**src/rtl/mux4_scan_pkg.sv**
```systemverilog
`default_nettype none
// ============================================================================
//  Module   : mux4_scan_pkg
//  Purpose  : Shared types and constants for the mux_4x1 select scanner:
//             controller state encoding and channel index constants.
//  Ports    : none (package)
//  Revision : 1.0  initial release
// ============================================================================
package mux4_scan_pkg;

  typedef enum logic [1:0] {
    IDLE = 2'd0,
    SCAN = 2'd1,
    DONE = 2'd2
  } scan_state_e;

  localparam logic [1:0] CH_D0 = 2'd0;
  localparam logic [1:0] CH_D1 = 2'd1;
  localparam logic [1:0] CH_D2 = 2'd2;
  localparam logic [1:0] CH_D3 = 2'd3;

endpackage
`default_nettype wire

```
**src/rtl/mux4_dwell_cnt.sv**
```systemverilog
`default_nettype none
// ============================================================================
//  Module   : mux4_dwell_cnt
//  Purpose  : Per-channel dwell counter. Counts 0..DWELL-1 and wraps while
//             clr is low; held at zero while clr is high.
//  Ports    : clk       - system clock
//             rst_n     - asynchronous active-low reset
//             clr       - hold the count at zero
//             sample_en - count equals SETTLE (Y is stable, take the sample)
//             last      - count equals DWELL-1 (final cycle on this channel)
//  Revision : 1.0  initial release
// ============================================================================
module mux4_dwell_cnt #(
  parameter int DWELL  = 4,
  parameter int SETTLE = 1
) (
  input  logic clk,
  input  logic rst_n,
  input  logic clr,
  output logic sample_en,
  output logic last
);

  localparam int CW = (DWELL > 2) ? $clog2(DWELL) : 1;

  logic [CW-1:0] dcnt_q;
  logic [CW-1:0] dcnt_d;

  assign sample_en = (dcnt_q == CW'(SETTLE));
  assign last      = (dcnt_q == CW'(DWELL - 1));

  // Explicit wrap on last so non-power-of-two dwell times work.
  always_comb begin
    dcnt_d = dcnt_q + CW'(1);
    if (clr || last) begin
      dcnt_d = '0;
    end
  end

  always_ff @(posedge clk or negedge rst_n) begin
    if (!rst_n) begin
      dcnt_q <= '0;
    end else begin
      dcnt_q <= dcnt_d;
    end
  end

endmodule
`default_nettype wire

```
**src/rtl/mux4_scan_ctrl.sv**
```systemverilog
`default_nettype none
// ============================================================================
//  Module   : mux4_scan_ctrl
//  Purpose  : Drives the {A,B} selects of a mux_4x1, samples its output Y
//             once per channel after a settle delay, and publishes the four
//             samples as a word with a one-cycle done strobe.
//  Ports    : clk        - system clock (rising edge)
//             rst_n      - asynchronous active-low reset
//             start      - request one scan (only honoured when idle)
//             continuous - start the next scan automatically after done
//             Y          - mux_4x1 output
//             A, B       - select MSB / LSB to mux_4x1
//             busy       - scan in progress (SCAN or DONE)
//             done       - one-cycle strobe when word_out updates
//             word_out   - last complete scan, bit i = channel Di
//  Revision : 1.0  initial release
// ============================================================================
module mux4_scan_ctrl
  import mux4_scan_pkg::*;
#(
  parameter int DWELL  = 4,
  parameter int SETTLE = 1
) (
  input  logic       clk,
  input  logic       rst_n,
  input  logic       start,
  input  logic       continuous,
  input  logic       Y,
  output logic       A,
  output logic       B,
  output logic       busy,
  output logic       done,
  output logic [3:0] word_out
);

  if (DWELL < 2) begin : g_bad_dwell
    $error("mux4_scan_ctrl: DWELL must be >= 2");
  end
  if ((SETTLE < 0) || (SETTLE >= DWELL)) begin : g_bad_settle
    $error("mux4_scan_ctrl: SETTLE must be in 0..DWELL-1");
  end

  scan_state_e state_q, state_d;
  logic [1:0]  ch_q, ch_d;
  logic [3:0]  shadow_q, shadow_d;
  logic [3:0]  word_q, word_d;
  logic        busy_q, busy_d;
  logic        done_q, done_d;
  logic        cnt_clr;
  logic        sample_en;
  logic        last;

  // The counter only runs in SCAN, so it is already at zero on entry.
  assign cnt_clr = (state_q != SCAN);

  mux4_dwell_cnt #(
    .DWELL  (DWELL),
    .SETTLE (SETTLE)
  ) u_dwell_cnt (
    .clk       (clk),
    .rst_n     (rst_n),
    .clr       (cnt_clr),
    .sample_en (sample_en),
    .last      (last)
  );

  always_comb begin
    state_d  = state_q;
    ch_d     = ch_q;
    shadow_d = shadow_q;
    word_d   = word_q;
    unique case (state_q)
      IDLE: begin
        if (start) begin
          state_d = SCAN;
          ch_d    = CH_D0;
        end
      end
      SCAN: begin
        if (sample_en) begin
          shadow_d[ch_q] = Y;
        end
        if (last) begin
          if (ch_q == CH_D3) begin
            state_d = DONE;
            // shadow_d already includes a same-cycle D3 capture when
            // SETTLE == DWELL-1.
            word_d  = shadow_d;
          end else begin
            ch_d = ch_q + 2'd1;
          end
        end
      end
      DONE: begin
        // Select stays on D3 during DONE and returns to D0 afterwards.
        ch_d    = CH_D0;
        state_d = continuous ? SCAN : IDLE;
      end
      default: begin
        state_d = IDLE;
        ch_d    = CH_D0;
      end
    endcase
    // Status outputs are registered copies of the next state.
    busy_d = (state_d != IDLE);
    done_d = (state_d == DONE);
  end

  always_ff @(posedge clk or negedge rst_n) begin
    if (!rst_n) begin
      state_q  <= IDLE;
      ch_q     <= CH_D0;
      shadow_q <= 4'b0000;
      word_q   <= 4'b0000;
      busy_q   <= 1'b0;
      done_q   <= 1'b0;
    end else begin
      state_q  <= state_d;
      ch_q     <= ch_d;
      shadow_q <= shadow_d;
      word_q   <= word_d;
      busy_q   <= busy_d;
      done_q   <= done_d;
    end
  end

  assign A        = ch_q[1];
  assign B        = ch_q[0];
  assign busy     = busy_q;
  assign done     = done_q;
  assign word_out = word_q;

endmodule
`default_nettype wire

```
**config.mk**
```make
export PLATFORM = sky130hd
export DESIGN_NAME = mux4_scan_ctrl
export DESIGN_NICKNAME = d
export VERILOG_FILES = /design/src/rtl/mux4_scan_pkg.sv /design/src/rtl/mux4_dwell_cnt.sv /design/src/rtl/mux4_scan_ctrl.sv
export SDC_FILE = /design/constraint.sdc
export NUM_CORES = 1
export LEC_CHECK = 0
export ABC_AREA = 1
export ABC_CLOCK_PERIOD_IN_PS = 1500
export CORE_UTILIZATION = 40
export CTS_CLUSTER_SIZE = 30
export DETAILED_ROUTE_END_ITERATION = 16
export DONT_BUFFER_PORTS = 1
export GPL_TIMING_DRIVEN = 0
export SYNTH_ARGS = -nofsm -noshare
export SYNTH_HDL_FRONTEND = slang
export SYNTH_SLANG_ARGS = --single-unit
```
**constraint.sdc**
```tcl
create_clock -name clk -period 1.5 [get_ports clk]
set_input_delay 0.3 -clock clk [delete_from_list [all_inputs] [get_ports clk]]
set_output_delay 0.3 -clock clk [all_outputs]
set_load 0.02 [all_outputs]
```
==> results of run 1 <==
==> through the flow <==
stage	setup slack (ns)	cells	setup TNS [ns]	hold slack (ns)	cell area (um2)
2_1_floorplan	0.176	95	0	0.00441	815
3_3_place_gp	-0.00680	120	-0.00966	0.00477	846
4_1_cts	0.0686	124	0	0.174	881
3_5_place_dp	-0.0218	120	-0.0225	0.00475	846
5_1_grt	0.0382	124	0	0.187	883
6_report	0.135	124	0	0.185	883
==> sequential cells by signal, summed over array words and instances (netlist names) <==
register / count
state_q: 2
ch_q: 2
done: 1
u_dwell_cnt.dcnt_q: 2
busy: 1
word_out: 4
shadow_q: 4
==> how the worst max path moves through the flow <==
stage                   startpoint                       to  slack [ns]  depth (start not counted)
6_report       ch_q[0]$_DFFE_PN0P_  word_out[3]$_DFFE_PN0P_        0.14                          6
5_1_grt        ch_q[0]$_DFFE_PN0P_  word_out[3]$_DFFE_PN0P_        0.04                          6
4_1_cts        ch_q[0]$_DFFE_PN0P_  word_out[3]$_DFFE_PN0P_        0.07                          6
3_5_place_dp   ch_q[0]$_DFFE_PN0P_  word_out[3]$_DFFE_PN0P_       -0.02                          6
3_3_place_gp   ch_q[0]$_DFFE_PN0P_  word_out[3]$_DFFE_PN0P_      -0.007                          6
2_1_floorplan  ch_q[0]$_DFFE_PN0P_  word_out[0]$_DFFE_PN0P_        0.18                          6
==> Yosys cell counts (2+ instances only) <==
master	count	area [um2]
nand2_1	25	93.8
dfrtp_1	16	400
ha_1	6	75.1
nand4_1	3	18.8
o21ai_0	2	10.0
nor2_1	6	22.5
inv_1	11	41.3
a21o_1	2	15.0
nand3_1	17	85.1
==> critical path, delay by kind of cell, from the launching register on <==
family	cells	cell delay (ns)
flip-flops	1	0.48
AND/OR/NAND/NOR	4	0.40
buffers and inverters	1	0.11
adder cells (fa/ha/maj)	1	0.27
==> cell type report <==
cell class	instances	area share [%]
multi-input combinational	65	40.2
clock buffer	3	2.55
inverter	12	5.10
sequential	16	45.6
buffer	2	1.84
tap	25	3.54
timing repair buffer	1	1.13
==> per-layer routing <==
layer	GRT usage, %	up-vias
met5	0	-
met2	23.3	8
met3	6.92	2
met4	4.57	0
li1	-	316
met1	21.6	288
==> report_power, final <==
group / switching [mW] / internal (mW) / total [mW]
registers: 0.255 / 0.627 / 0.882
logic: 0.446 / 0.293 / 0.739
clock network: 0.119 / 0.0930 / 0.212
==> logic make-up (layout without fill, tap and decap cells) <==
logic type | Yosys count | after routing | share of synthesized area (%)
and+or+nand+nor | 54 | 54 | 30.0
DFF | 16 | 16 | 49.2
buffers and inverters | 14 | 18 | 7.53
adders and majority gates | 6 | 6 | 9.22
AOI/OAI and AO/OA | 5 | 5 | 4.15
==> timing repair <==
action,CTS,global route
hold endpoints to repair,16,0
setup endpoints to repair,4,4
hold buffers,1,0
gates resized for setup,2,1
==> metrics.txt, run 1 <==
CP Launch Type register; drt drc 0; Post-synth EDFFs 0; clk sinks 16; # fillers 186; multi-input logic area about 360 um2; syn_area_per_cell between 8 and 9 um2; final hold vios 0; area delta synth->final 8.45%; via count 614; CP dominant cell by count nand2_1; reg-to-reg slack, setup 0.14 ns; cell breakdown of the critical path ha_2 > nand2_2 > inv_1 > nand2_1 > nand2_1 > nand2_1; total gr overflow 0; Slew Viols, Final 0; Least-Margin Pin Slew 0.728 ns; Post-CTS Setup Inserts 0; number of antenna violations at the first check in global routing 0; sequential area share after synthesis 49.2%; Critical R2R Launch ch_q[0]$_DFFE_PN0P_; Worst R2R End word_out[3]$_DFFE_PN0P_; DRT Pass-1 Iters 4; Post-DP HPWL 1.14 mm; Worst IR Drop VDD 0.982 mV; flops & latches, synth 16; CTS tree done; Mapped Nets approximately 110; crit-path max cell delay around 0.48 ns; Worst Hold Depth 2; CTS Buf Count 3; die height 47.1 um; Fin Clk Skew 0.00190 ns; Mapped Cells 95; worst skew pair latency 0.27 ns; clk slew on worst S/H paths approximately 0.08 ns; Main synth FF type dfrtp_1; status completed; LEAKAGE 0.469 nW; global placer's final weighted congestion 0.843; Total Wirelength approximately 1.5 mm; M1 WL 703 um; Yosys warnings 0; Worst Path Arrival 1.53 ns; final setup vio count 0; Total Die Area 2220 um2; most frequent cells in the layout nand2_1, nand3_1, dfrtp_1; RSZ-0062 raised after global routing false; Core Region 1820 um2; Hold Path Sink state_q[0]$_DFF_PN0_; Worst path slowest cell dfrtp_2; total power per unit cell area 2070 nW/um2; # diodes 0; first-pass GRT wire length 2.42 mm; vias per cell 4.95; Final Util 48.5%; fmax roughly 730 MHz; worst r2r path cells 6; Hold Path Origin start; maxcap violations 0; worst min-delay path class input pin to register; Routed WL per cell 11.8 um; buffers added on ports 0; CTS root buf clkbuf_4; IO Pins 13; CTS H-tree lvls 1; Site Rows 15; chip width 47.1 um; period utilization roughly 91%; initial core utilization 44.7%; Worst EP required 1.67 ns; commonest non-fill, non-tap cell in the layout nand2_1; Top Layer Used met4; number of global-route vias before repair between 500 and 600; Met2 Routed Length 704 um; overall power 1.83 mW; met3 routed WL 50 um; Worst setup EP type register; CP Max Fanout 6; largest net degree at the start of global routing 17; max-slew headroom at the worst pin about half; Reg area 403 um2; proportion of layout cells with a drive suffix above 1 between 10% and 20%; remaining antenna violation count after routing 0; deepest clock path buffer count 2; initial detailed-routing violation count 12; async set or reset register ratio after synthesis 100%; gr usage total between 10% and 20%; Post-Syn Area between 800 and 900 um2; final net count approximately 110; WS Path Type register to register; Synth cell types 16; min Tclk post-route 1.36 ns
No activity file was read; power rests on OpenSTA's default activity.
==> run 2, diff against run 1 <==
--- a/config.mk
+++ b/config.mk
@@ -6,7 +6,7 @@
 export NUM_CORES = 1
 export LEC_CHECK = 0
 export ABC_AREA = 1
-export ABC_CLOCK_PERIOD_IN_PS = 1500
+export ABC_CLOCK_PERIOD_IN_PS = 1150
 export CORE_UTILIZATION = 40
 export CTS_CLUSTER_SIZE = 30
 export DETAILED_ROUTE_END_ITERATION = 16
==> constraint.sdc (replaced) <==
create_clock -name clk -period 1.15 [get_ports clk]
set_input_delay 0.23 -clock clk [delete_from_list [all_inputs] [get_ports clk]]
set_output_delay 0.23 -clock clk [all_outputs]
set_load 0.02 [all_outputs]
==> run 2 against run 1 <==
The flow now finishes with violations (negative setup slack). Count of clock-buffer cells in the layout is 1 higher. Non-clock buffer count is 1 higher. Total power is 55% higher. Sequential cell count stayed put. Via count is 0.81% higher. Utilization is 7.0 points higher. Critical path type unchanged. Critical endpoint is now ch_q[1]$_DFFE_PN0P_. Largest cell class is now multi-input combinational cells.
==> metrics.txt, run 2 (synthesis gave the netlist of run 1 again) <==
worst min-delay path class input pin to register; IO Pins 13 (unchanged); worst hold margin 0.104 ns (-0.0815 ns); Post-DP HPWL 1.12 mm (-1.3%); Site Rows 15 (unchanged); WS Path Type register to register; vias per cell 4.91 (-0.79%); Fin Clk Skew 0.000969 ns (-0.000926 ns); reg-to-reg slack, setup -0.05 ns (-0.19 ns); Slew Viols, Final 0 (unchanged); LEAKAGE 0.498 nW (+6.1%); commonest non-fill, non-tap cell in the layout nand2_1; number of antenna violations at the first check in global routing 0 (unchanged); final net count 113 (+0.89%); period utilization 104% (+13 points); Routed WL per cell 12.8 um (+7.9%); Worst Hold Depth 2 (unchanged); deepest clock path buffer count 2 (unchanged); CTS Buf Count 3 (unchanged); drt drc 0 (unchanged); CTS H-tree lvls 1 (unchanged); via count 619 (+0.81%); initial detailed-routing violation count 12 (unchanged); remaining antenna violation count after routing 0 (unchanged); # diodes 0 (unchanged); crit-path max cell delay 0.51 ns (+0.03 ns); Total Wirelength 1.61 mm (+9.6%); global placer's final weighted congestion 0.694 (-18%); total power per unit cell area 2810 nW/um2 (+35%); CP Launch Type register; DRT Pass-1 Iters 4 (unchanged); Worst IR Drop VDD 1.49 mV (+52%); proportion of layout cells with a drive suffix above 1 34.7% (+22 points); total gr overflow 0 (unchanged); Critical R2R Launch ch_q[0]$_DFFE_PN0P_; largest net degree at the start of global routing 17 (unchanged); clk sinks 16 (unchanged); most frequent cells in the layout nand2_1, dfrtp_1, nand3_1; Core Region 1820 um2 (unchanged); fin worst setup slack -0.0503 ns (-0.186 ns); Worst R2R End ch_q[1]$_DFFE_PN0P_; final hold vios 0 (unchanged); Total Die Area 2220 um2 (unchanged); overall power 2.84 mW (+55%); worst skew pair latency 0.29 ns (+0.02 ns); CTS tree done; Worst path slowest cell dfrtp_2; maxcap violations 0 (unchanged); CP bufs+invs 1 (unchanged); final instance area 1010 um2 (+14%); chip width 47.1 um (unchanged); initial core utilization 44.7% (unchanged); delay-heaviest family, CP flip-flops; RSZ-0062 raised after global routing true; buffers added on ports 0 (unchanged); CP Max Fanout 6 (unchanged); die height 47.1 um (unchanged); gr usage total 15.4% (-0.56 points); max-slew headroom at the worst pin 50.9% (-0.41 points); fmax 833 MHz (+14%); Worst EP required 1.38 ns (-0.29 ns); Worst setup EP type register; area delta synth->final 24.1%; final setup vio count 10 (+10); Hold Path Origin start; min Tclk post-route 1.20 ns (-0.164 ns); Least-Margin Pin Slew 0.734 ns (+0.00606 ns); status finished, violations left; worst r2r path cells 5 (-1); CTS root buf clkbuf_4; cell breakdown of the critical path ha_4 > buf_6 > o21ai_4 > nand3_1 > nand2_1; first-pass GRT wire length 2.30 mm (-4.8%); violated checks negative setup slack; Hold Path Sink state_q[0]$_DFF_PN0_; clk slew on worst S/H paths 0.10 ns (+0.02 ns); Worst Path Arrival 1.43 ns (-0.10 ns); number of global-route vias before repair 544 (-5.1%); placed cell area 863 um2 (+2.1%)
==> run 2: cell count changes in the layout (fill, tap and decap cells not counted), moves of 3 or more <==
cell | previous run | this run
nand3_1 | 17 | 12
inv_2 | 1 | 5
nand2_1 | 25 | 20
nand2_2 | 1 | 4
inv_1 | 11 | 6
ha_1 | 5 | 0
ha_4 | 0 | 3
nand3_2 | 0 | 5
==> run 2: how the worst max path moves through the flow <==
stage	start	end	slack, ns	cells after the start
after floorplan	ch_q[0]$_DFFE_PN0P_	busy$_DFF_PN0_	0.003	5
after global placement	ch_q[0]$_DFFE_PN0P_	word_out[1]$_DFFE_PN0P_	-0.10	6
after detailed placement	ch_q[0]$_DFFE_PN0P_	word_out[3]$_DFFE_PN0P_	-0.11	6
after CTS	ch_q[1]$_DFFE_PN0P_	shadow_q[1]$_DFFE_PN0P_	-0.05	6
after global routing	ch_q[1]$_DFFE_PN0P_	shadow_q[1]$_DFFE_PN0P_	-0.11	6
final	ch_q[0]$_DFFE_PN0P_	ch_q[1]$_DFFE_PN0P_	-0.05	5
==> run 2: power by group <==
group	switching, mW	internal, mW	total, mW	leakage [nW]
registers	0.369	0.816	1.18	0.192
logic	0.723	0.552	1.28	0.285
clock network	0.187	0.193	0.380	0.0210
total	1.28	1.56	2.84	0.498
==> run 2: what timing repair did <==
item,4_1_cts,5_1_grt
buffers inserted,1,1
resized for setup,10,16
endpoints found under the setup margin,10,12
pin swaps,11,7
hold buffers,1,0
endpoints found under the hold margin,16,0
==> run 2: area by class of cell <==
type / count / area, um2
plain buffers: 1 / 11.3
clock buffers: 4 / 36.3
fillers: 178 / 810
inverters: 12 / 47.5
multi-input cells: 65 / 453
flip-flops and latches: 16 / 403
well taps: 25 / 31.3
repair buffers: 3 / 28.8
==> run 2: stage by stage <==
step | setup TNS [ns] | std cells | setup slack (ns) | util (%)
4_1_cts | -0.332 | 125 | -0.0544 | 52.0
6_report | -0.216 | 126 | -0.0503 | 55.5
5_1_grt | -0.816 | 126 | -0.113 | 55.5
2_1_floorplan | 0 | 95 | 0.00304 | -
3_5_place_dp | -0.729 | 120 | -0.110 | 47.4
3_3_place_gp | -0.600 | 120 | -0.104 | 47.4
==> run 2: metal layers <==
layer,global-route usage [%],part of all wire (%),vias to the layer above
li1,-,-,316
met1,20.9,48,287
met2,23.1,45,12
met3,3.08,4.0,4
met4,8.57,2.0,0
met5,0,0,-
==> run 2: worst reg2reg max path, cell delays in order (launching register included) <==
cell     delay [ns]
dfrtp_2        0.51
ha_4           0.22
buf_6          0.12
o21ai_4        0.13
nand3_1        0.09
nand2_1        0.06
